## config.mk

```make
export PLATFORM = sky130hd
export DESIGN_NAME = seg7_scanner
export DESIGN_NICKNAME = d
export VERILOG_FILES = /design/src/rtl/seg7_pkg.sv /design/src/rtl/seg7_hex_decode.sv /design/src/rtl/seg7_scanner.sv
export SDC_FILE = /design/constraint.sdc
export NUM_CORES = 1
export LEC_CHECK = 0
export CORE_ASPECT_RATIO = 0.5
export CORE_MARGIN = 4
export CORE_UTILIZATION = 65
export CTS_CLUSTER_DIAMETER = 150
export CTS_CLUSTER_SIZE = 20
export DETAILED_ROUTE_END_ITERATION = 10
export DONT_BUFFER_PORTS = 1
export PLACE_DENSITY = 0.85
export SYNTH_ARGS = -nofsm -noshare
export SYNTH_HDL_FRONTEND = slang
export SYNTH_SLANG_ARGS = --single-unit
export TNS_END_PERCENT = 5
```

## constraint.sdc

```tcl
create_clock -name clk -period 5 [get_ports clk]
set_input_delay 0.5 -clock clk [delete_from_list [all_inputs] [get_ports clk]]
set_output_delay 0.5 -clock clk [all_outputs]
set_load 0.02 [all_outputs]
```

## src/rtl/seg7_pkg.sv

```systemverilog
// Shared seven-segment definitions: active-low glyphs {g,f,e,d,c,b,a},
// the all-off pattern and the scan phase type.
package seg7_pkg;

  localparam logic [6:0] SEG_OFF = 7'h7F;

  localparam logic [6:0] GLYPH_0 = 7'b1000000;
  localparam logic [6:0] GLYPH_1 = 7'b1111001;
  localparam logic [6:0] GLYPH_2 = 7'b0100100;
  localparam logic [6:0] GLYPH_3 = 7'b0110000;
  localparam logic [6:0] GLYPH_4 = 7'b0011001;
  localparam logic [6:0] GLYPH_5 = 7'b0010010;
  localparam logic [6:0] GLYPH_6 = 7'b0000010;
  localparam logic [6:0] GLYPH_7 = 7'b1111000;
  localparam logic [6:0] GLYPH_8 = 7'b0000000;
  localparam logic [6:0] GLYPH_9 = 7'b0010000;
  localparam logic [6:0] GLYPH_A = 7'b0001000;
  localparam logic [6:0] GLYPH_B = 7'b0000011;
  localparam logic [6:0] GLYPH_C = 7'b1000110;
  localparam logic [6:0] GLYPH_D = 7'b0100001;
  localparam logic [6:0] GLYPH_E = 7'b0000110;
  localparam logic [6:0] GLYPH_F = 7'b0001110;

  typedef enum logic {BLANK, DRIVE} phase_e;

endpackage

```

## src/rtl/seg7_hex_decode.sv

```systemverilog
// Combinational hex nibble to active-low seven-segment pattern.
module seg7_hex_decode
  import seg7_pkg::*;
(
  input  logic [3:0] nibble,
  output logic [6:0] seg
);

  always_comb begin
    seg = SEG_OFF;
    case (nibble)
      4'h0: seg = GLYPH_0;
      4'h1: seg = GLYPH_1;
      4'h2: seg = GLYPH_2;
      4'h3: seg = GLYPH_3;
      4'h4: seg = GLYPH_4;
      4'h5: seg = GLYPH_5;
      4'h6: seg = GLYPH_6;
      4'h7: seg = GLYPH_7;
      4'h8: seg = GLYPH_8;
      4'h9: seg = GLYPH_9;
      4'hA: seg = GLYPH_A;
      4'hB: seg = GLYPH_B;
      4'hC: seg = GLYPH_C;
      4'hD: seg = GLYPH_D;
      4'hE: seg = GLYPH_E;
      4'hF: seg = GLYPH_F;
    endcase
  end

endmodule

```

## src/rtl/seg7_scanner.sv

```systemverilog
// Multiplexed common-anode display scanner: one digit per slot, a blanking
// interval at the start of every slot, new data handed over only at frame ends.
module seg7_scanner
  import seg7_pkg::*;
#(
  parameter int DIGITS       = 4,
  parameter int SLOT_CYCLES  = 65536,
  parameter int BLANK_CYCLES = 1024
) (
  input  logic                  clk,
  input  logic                  rst_n,
  input  logic [4*DIGITS-1:0]   value,
  input  logic [DIGITS-1:0]     dp,
  input  logic                  lz_blank,
  input  logic                  load,
  output logic                  pending,
  output logic [DIGITS-1:0]     an,
  output logic [6:0]            seg,
  output logic                  dp_n
);

  localparam int CNT_W = $clog2(SLOT_CYCLES);
  localparam int IDX_W = (DIGITS > 1) ? $clog2(DIGITS) : 1;
  localparam logic [CNT_W-1:0] CNT_LAST = CNT_W'(SLOT_CYCLES - 1);
  localparam logic [IDX_W-1:0] IDX_LAST = IDX_W'(DIGITS - 1);

  logic [CNT_W-1:0]    cnt_q, cnt_d;
  logic [IDX_W-1:0]    idx_q, idx_d;
  logic [4*DIGITS-1:0] sh_value_q, sh_value_d, act_value_q, act_value_d;
  logic [DIGITS-1:0]   sh_dp_q, sh_dp_d, act_dp_q, act_dp_d;
  logic                sh_lz_q, sh_lz_d, act_lz_q, act_lz_d;
  logic                pending_q, pending_d;
  logic [DIGITS-1:0]   an_q, an_d;
  logic [6:0]          seg_q, seg_d;
  logic                dp_n_q, dp_n_d;

  phase_e              phase;
  logic                slot_end, frame_end, lz_hide, run;
  logic [3:0]          cur_nib;
  logic [6:0]          dec_seg;
  logic [DIGITS-1:0]   zero_run;

  assign cur_nib = act_value_q[{idx_q, 2'b00} +: 4];

  seg7_hex_decode u_dec (
    .nibble (cur_nib),
    .seg    (dec_seg)
  );

  // zero_run[i]: nibbles DIGITS-1 down to i are all zero
  always_comb begin
    run      = 1'b1;
    zero_run = '0;
    for (int i = DIGITS - 1; i >= 0; i--) begin
      run         = run & (act_value_q[4*i +: 4] == 4'd0);
      zero_run[i] = run;
    end
  end

  always_comb begin
    slot_end    = (cnt_q == CNT_LAST);
    frame_end   = slot_end && (idx_q == IDX_LAST);
    cnt_d       = slot_end ? '0 : cnt_q + 1'b1;
    idx_d       = idx_q;
    sh_value_d  = sh_value_q;
    sh_dp_d     = sh_dp_q;
    sh_lz_d     = sh_lz_q;
    act_value_d = act_value_q;
    act_dp_d    = act_dp_q;
    act_lz_d    = act_lz_q;
    pending_d   = pending_q;

    if (slot_end) begin
      idx_d = (idx_q == IDX_LAST) ? '0 : idx_q + 1'b1;
    end
    // Handover takes the old shadow even if a load lands in the same cycle
    if (frame_end && pending_q) begin
      act_value_d = sh_value_q;
      act_dp_d    = sh_dp_q;
      act_lz_d    = sh_lz_q;
      pending_d   = 1'b0;
    end
    if (load) begin
      sh_value_d = value;
      sh_dp_d    = dp;
      sh_lz_d    = lz_blank;
      pending_d  = 1'b1;
    end

    phase   = ((32'(cnt_q) + 32'd1) <= 32'(BLANK_CYCLES)) ? BLANK : DRIVE;
    lz_hide = act_lz_q && (idx_q != '0) && zero_run[idx_q];
    an_d    = '1;
    seg_d   = SEG_OFF;
    dp_n_d  = 1'b1;
    if (phase == DRIVE) begin
      an_d   = ~(DIGITS'(1) << idx_q);
      seg_d  = lz_hide ? SEG_OFF : dec_seg;
      dp_n_d = ~act_dp_q[idx_q];
    end
  end

  always_ff @(posedge clk or negedge rst_n) begin
    if (!rst_n) begin
      cnt_q       <= '0;
      idx_q       <= '0;
      sh_value_q  <= '0;
      sh_dp_q     <= '0;
      sh_lz_q     <= 1'b0;
      act_value_q <= '0;
      act_dp_q    <= '0;
      act_lz_q    <= 1'b0;
      pending_q   <= 1'b0;
      an_q        <= '1;
      seg_q       <= SEG_OFF;
      dp_n_q      <= 1'b1;
    end else begin
      cnt_q       <= cnt_d;
      idx_q       <= idx_d;
      sh_value_q  <= sh_value_d;
      sh_dp_q     <= sh_dp_d;
      sh_lz_q     <= sh_lz_d;
      act_value_q <= act_value_d;
      act_dp_q    <= act_dp_d;
      act_lz_q    <= act_lz_d;
      pending_q   <= pending_d;
      an_q        <= an_d;
      seg_q       <= seg_d;
      dp_n_q      <= dp_n_d;
    end
  end

  assign pending = pending_q;
  assign an      = an_q;
  assign seg     = seg_q;
  assign dp_n    = dp_n_q;

endmodule

```

* After elaboration in Yosys (flattened, before gate mapping)
Memory sizes are Yosys's and may differ from the RTL's.
Index checks and enable logic that the tools add are counted.
** Operators by class
- $add $sub $neg :: 3
- $lt $le $gt $ge :: 2
- Equal/unequal tests :: 2
- Shift-type cells :: 2
- Muxes and demuxes :: 12
- Bitwise gates (word level) :: 5
- Reductions and logical operators :: 10
** Operators by type and width (number)
- adder 16 x 1 -> 17 bit (second input constant) :: 1
- less-or-equal comparator 17 x 11 -> 1 bit (second input constant) :: 1
- adder 16 x 1 -> 16 bit (second input constant) :: 1
- equality test 16 bit (second input constant) :: 1
- logical NOT 4 bit :: 4
- 2-to-1 mux 16 bit :: 1
- indexed part select 16 x 5 -> 4 bit :: 1
- 2-to-1 mux 7 bit :: 2
- 2-to-1 mux 1 bit :: 5
- binary-select mux 1 bit (select 2 bit) :: 2
- logical AND 1 bit :: 4
- 2-to-1 mux 4 bit :: 1
- inverter 4 bit :: 1
- nonzero test 2 bit :: 2
- << shifter 1 x 2 -> 4 bit (first input constant) :: 1
- bitwise AND 1 bit :: 3
- < comparator 2 x 3 -> 1 bit (second input constant) :: 1
- adder 2 x 1 -> 2 bit (second input constant) :: 1
- equality test 2 bit (second input constant) :: 1
- 2-to-1 mux 2 bit :: 1
- inverter 1 bit :: 1
** Storage, ports and cells
- Register bits after elaboration :: 73
- Bits in read-only memories :: 112
- Input port bits :: 24
- Output and inout port bits :: 13
- Word-level logic and storage cells :: 49
- Memories kept :: 1
** Memories
- (name not given) :: depth 16, bits a word 7, rd ports 1, clocked after memory_dff 0, wr ports 0, line seg7_hex_decode.sv:11 : case (nibble)

* Depth between registers and ports, before layout
- Word-level depth :: 9
- Gate-level depth with buffers :: 8
- Depth with buffers taken out :: 7

* Hierarchy
Synthesis repeated with hierarchy kept, for this count alone.
** Second synthesis, totals
- Cells, all modules :: 280
- Area total of the unflattened synthesis :: 3587.2 um2
** By module, submodules not included
- seg7_scanner :: times used 1, cells each 248, area each 3311.9 um2, sequential area each 1841.8 um2
- seg7_hex_decode :: times used 1, cells each 32, area each 275.3 um2, sequential area each 0.0 um2

* Least setup slack after synthesis
No wires, ideal clock.
- Kind :: register to register
- Start point :: register cnt_q[0]
- End point :: register seg_q[5], in the netlist seg[5]
- Library setup time :: 65 ps
- Data arrival time :: 1858 ps
- Required time :: 4935 ps
- Setup slack :: 3077 ps
- Cell stages (with the launch flop) :: 9
- Buffers on the path :: 1
- Period minus slack after synthesis :: 1923 ps
- Path through :: dfrtp_1 > ha_1 > nand3_2 > nor3_4 > and4_1 > o2111ai_1 > a211o_2 > buf_6 > nand3_1
** Between the ends
- Longest elaborated chain between the ends :: 3
** RTL lines
- start: declaration :: line seg7_scanner.sv:27 : logic [CNT_W-1:0] cnt_q, cnt_d;
- start signal: assignment :: line seg7_scanner.sv:117 : cnt_q <= cnt_d;
- adder 16 x 1 -> 17 bit :: line seg7_scanner.sv:90 : phase = ((32'(cnt_q) + 32'd1) <= 32'(BLANK_CYCLES)) ? BLANK : DRIVE;
- less-or-equal comparator 17 x 11 -> 1 bit :: line seg7_scanner.sv:90
- 2-to-1 mux 7 bit :: line seg7_scanner.sv:95 : if (phase == DRIVE) begin
- net seg_d[5] :: line seg7_scanner.sv:34 : logic [6:0] seg_q, seg_d;
- end signal: assignment :: line seg7_scanner.sv:127 : seg_q <= seg_d;
- end: declaration :: line seg7_scanner.sv:34
The timed path passes the listed nets, and every way through them passes these cells.
A chain may end at the register's enable or synchronous reset.

* Final worst setup path
- Start point :: register cnt_q[0]
- End point :: register act_dp_q[1]
** Between the ends
- Longest elaborated chain between the ends :: 3
** RTL lines
- equality test 16 bit :: line seg7_scanner.sv:61 : slot_end = (cnt_q == CNT_LAST);
- logical AND 1 bit :: line seg7_scanner.sv:62 : frame_end = slot_end && (idx_q == IDX_LAST);
- logical AND 1 bit :: line seg7_scanner.sv:77 : if (frame_end && pending_q) begin
- end signal: assignment :: line seg7_scanner.sv:123 : act_dp_q <= act_dp_d;
- end: declaration :: line seg7_scanner.sv:30 : logic [DIGITS-1:0] sh_dp_q, sh_dp_d, act_dp_q, act_dp_d;
No other way between the ends.

==> impl_metrics.env <==
export IMPL_rsz0062_at_grt="false"
export IMPL_ff_latch_area_sq_mm=0.00184
export IMPL_initial_utilization_pct=68.0
export IMPL_post_route_cells_drive_above_1_share_pct=28.4
export IMPL_worst_clock_skew_ns=0.00899
export IMPL_most_frequent_cells_in_the_layout="61 x sky130_fd_sc_hd__dfrtp_1, 42 x sky130_fd_sc_hd__mux2_2, 22 x sky130_fd_sc_hd__nor2_1"
export IMPL_grtUsageTotal_pct=22.5
export IMPL_cts_tree="done"
export IMPL_drtIter0Drc=133
export IMPL_gp_routability_congestion=0.909
export IMPL_startpoint_type="flip-flop"
export IMPL_clock_root_buffer="sky130_fd_sc_hd__clkbuf_8"
export IMPL_clock_path_buffers=2
export IMPL_drt_vias_per_instance=6.20
export IMPL_grt_antenna_before_repair=0
export IMPL_die_h_um=59.0
export IMPL_synth_area_sq_mm=0.00339
export IMPL_ir_drop_v=0.000243
export IMPL_worst_slew_pin_slew_ns=1.00
export IMPL_synth_flop_cell="sky130_fd_sc_hd__dfrtp_1"
export IMPL_numPortBuffers=0
export IMPL_peak_per_stage_delay_on_the_critical_path_ns=0.79
export IMPL_fill_cells=337
export IMPL_placement_rows=18
export IMPL_hpwl_mm=4.17
export IMPL_period_minus_slack_ns=2.90
export IMPL_post_synthesis_area_per_instance_sq_um=12.4
export IMPL_grt_pass1_vias=2197
export IMPL_clock_fmax_ghz=0.344
export IMPL_cp_required_ns=5.23
export IMPL_io_pins=37
export IMPL_maxCapViolations=0
export IMPL_synth_warnings=0
export IMPL_fp_coreArea_sq_mm=0.00498
export IMPL_timing_max_transition_violations_final=0
export IMPL_cts_resized=0
export IMPL_die_width_um=110
export IMPL_wl_per_cell_um=18.0
export IMPL_overflow=0
export IMPL_crit_path_max_fanout=21
export IMPL_cts_buffers_inserted=9
export IMPL_outcome="finished clean"
export IMPL_synth_nets=309
export IMPL_area_growth_syn_to_layout_pct=7.43
export IMPL_ys_seq_elements=73
export IMPL_floorplan_die_area_sq_mm=0.00650
export IMPL_synth_seq_area_share_pct=54.4
export IMPL_route_final_wire_length_mm=6.27
export IMPL_cts_max_level=3
export IMPL_grt_first_pass_wirelength_mm=10.9
export IMPL_multi_input_area_sq_mm=0.00145
export IMPL_clock_latency_ns=0.35
export IMPL_yosysUniqueCellTypes=36
export IMPL_cts_sinks=73
export IMPL_hold_viol=0
export IMPL_place_worst_setup_slack_ns=2.13
export IMPL_dr_pass1_iters=4
export IMPL_worst_setup_path_type="reg -> reg"
export IMPL_number_of_nets_still_failing_antenna_checks_after_routing=0
export IMPL_finalCritPeriodShare_pct=58.1
export IMPL_holdCritPathClass="in -> async"
export IMPL_synth_enable_flop_cells=0
export IMPL_setup_worst_path_end_class="flip-flop"
export IMPL_power_density_cell_area_mw_per_mm2=302
export IMPL_path_cells="ha_1 > nand3_2 > nor2_1 > and3_1 > nand3_1 > mux2_2"
export IMPL_synth_async_sr_flop_share_pct=100
export IMPL_post_route_drc_count=0
export IMPL_layout_commonest_cell="sky130_fd_sc_hd__dfrtp_1"
export IMPL_worst_setup_slack_final_ns=2.10
export IMPL_via_count=2157
export IMPL_worst_case_register_to_register_setup_slack_ns=2.10
export IMPL_max_slew_margin_rel_pct=33.1
export IMPL_p_leak_nw=1.59
export IMPL_cp_data_arrival_time_ns=3.14
export IMPL_antenna_diode_count=0
export IMPL_grt_max_degree=74
export IMPL_critical_path_slowest_cell="sky130_fd_sc_hd__nand3_1"
export IMPL_clock_slew_at_the_register_clock_pins_of_the_worst_setup_and_hold_paths_ns=0.08
export IMPL_fin_setup_tns_ns=0
export IMPL_nNetsFinal=309
export IMPL_setup_viol_count_final=0
export IMPL_syn_inst=274
==> metrics by stage <==
stage | cells | total power, mW | cell area [sq um] | utilization [%] | hold slack, ns
floorplan | 274 | 0.644 | 3390 | - | 0.204
global placement | 332 | 0.646 | 3420 | 68.7 | 0.207
detailed placement | 332 | 0.649 | 3420 | 68.7 | 0.207
CTS | 348 | 1.11 | 3640 | 73.1 | 0.0424
global route | 348 | 1.15 | 3640 | 73.1 | 0.0267
finish | 348 | 1.10 | 3640 | 73.1 | 0.0233
==> final timing paths <==
| kind | from | endpoint | depth (start not counted) |
|---|---|---|---|
| min in group clk | load | pending$_DFFE_PN0P_ | 1 |
| min reg2reg | sh_dp_q[2]$_DFFE_PN0P_ | act_dp_q[2]$_DFFE_PN0P_ | 1 |
| max reg2reg | cnt_q[0]$_DFF_PN0_ | act_dp_q[1]$_DFFE_PN0P_ | 6 |
| min | rst_n | cnt_q[2]$_DFF_PN0_ | 1 |
| max | cnt_q[0]$_DFF_PN0_ | act_dp_q[1]$_DFFE_PN0P_ | 6 |
| max in group asynchronous | rst_n | dp_n$_DFF_PN1_ | 1 |
==> worst max-delay path: cells and delay by family, from the launching register on <==
kind	cells	cell delay, ns
mux	1	0.58
simple gates	4	1.54
flops	1	0.43
fa+ha+maj	1	0.25
==> repair_timing <==
action                                 CTS  global route
hold buffers                             1             0
setup buffers                            0             0
setup endpoints to repair                0             0
endpoints found under the hold margin   73             0
==> per-layer routing <==
metal	vias to the layer above	part of all wire [%]	routed length (um)	global-route usage [%]
met1	1107	43	2700	28.6
met2	64	50	3130	35.8
met4	0	1.7	107	8.17
li1	974	-	-	-
met3	12	5.3	334	8.49
met5	-	0	0	0
==> Yosys cell counts (3+ instances only) <==
library cell / count / area [sq um]
sky130_fd_sc_hd__nor4_1: 7 / 43.8
sky130_fd_sc_hd__nand4_1: 4 / 25.0
sky130_fd_sc_hd__inv_1: 9 / 33.8
sky130_fd_sc_hd__a31oi_1: 4 / 25.0
sky130_fd_sc_hd__and3_1: 4 / 25.0
sky130_fd_sc_hd__dfrtp_1: 61 / 1530
sky130_fd_sc_hd__mux4_2: 5 / 113
sky130_fd_sc_hd__buf_2: 3 / 15.0
sky130_fd_sc_hd__a21oi_1: 5 / 25.0
sky130_fd_sc_hd__xnor2_1: 9 / 78.8
sky130_fd_sc_hd__xor2_1: 5 / 43.8
sky130_fd_sc_hd__ha_1: 11 / 138
sky130_fd_sc_hd__clkbuf_1: 6 / 22.5
sky130_fd_sc_hd__dfstp_2: 12 / 315
sky130_fd_sc_hd__mux2_2: 42 / 473
sky130_fd_sc_hd__nor2_1: 22 / 82.6
sky130_fd_sc_hd__o21ai_0: 6 / 30.0
sky130_fd_sc_hd__mux2i_1: 5 / 50.1
sky130_fd_sc_hd__nand3_1: 10 / 50.1
sky130_fd_sc_hd__nor3_1: 6 / 30.0
sky130_fd_sc_hd__nand2_1: 18 / 67.6
==> power breakdown <==
| group | switching [mW] | leakage [nW] | internal [mW] | total, mW |
|---|---|---|---|---|
| sequential | 0.00929 | 0.911 | 0.608 | 0.617 |
| combinational | 0.0146 | 0.579 | 0.0177 | 0.0323 |
| clock | 0.219 | 0.0957 | 0.230 | 0.449 |
| total | 0.243 | 1.59 | 0.855 | 1.10 |
==> sequential cells by signal, indices dropped and copies added, names as in the netlist <==
| name | count |
|---|---|
| sh_dp_q | 4 |
| idx_q | 2 |
| act_lz_q | 1 |
| act_dp_q | 4 |
| an | 4 |
| act_value_q | 16 |
| cnt_q | 16 |
| pending | 1 |
| sh_lz_q | 1 |
| sh_value_q | 16 |
| dp_n | 1 |
| seg | 7 |
==> final cells by class <==
type | instances | area share (%)
clock inverter | 6 | 1.89
inverter | 9 | 0.929
clock buffer | 9 | 3.41
timing repair buffer | 1 | 0.757
multi-input combinational | 180 | 40.0
tap | 70 | 2.41
sequential | 73 | 50.6
==> cell families (layout without fill, tap and decap cells) <==
kind of cell	after synthesis	in the layout	share of synthesized area (%)
mux	52	52	18.8
fa+ha+maj	11	11	4.06
buf+inv	21	25	2.66
simple gates	80	80	12.2
flops	73	73	54.4
compound gates	23	23	4.29
xor+xnor	14	14	3.62
Note: power is estimated with default switching activity, not from simulation.
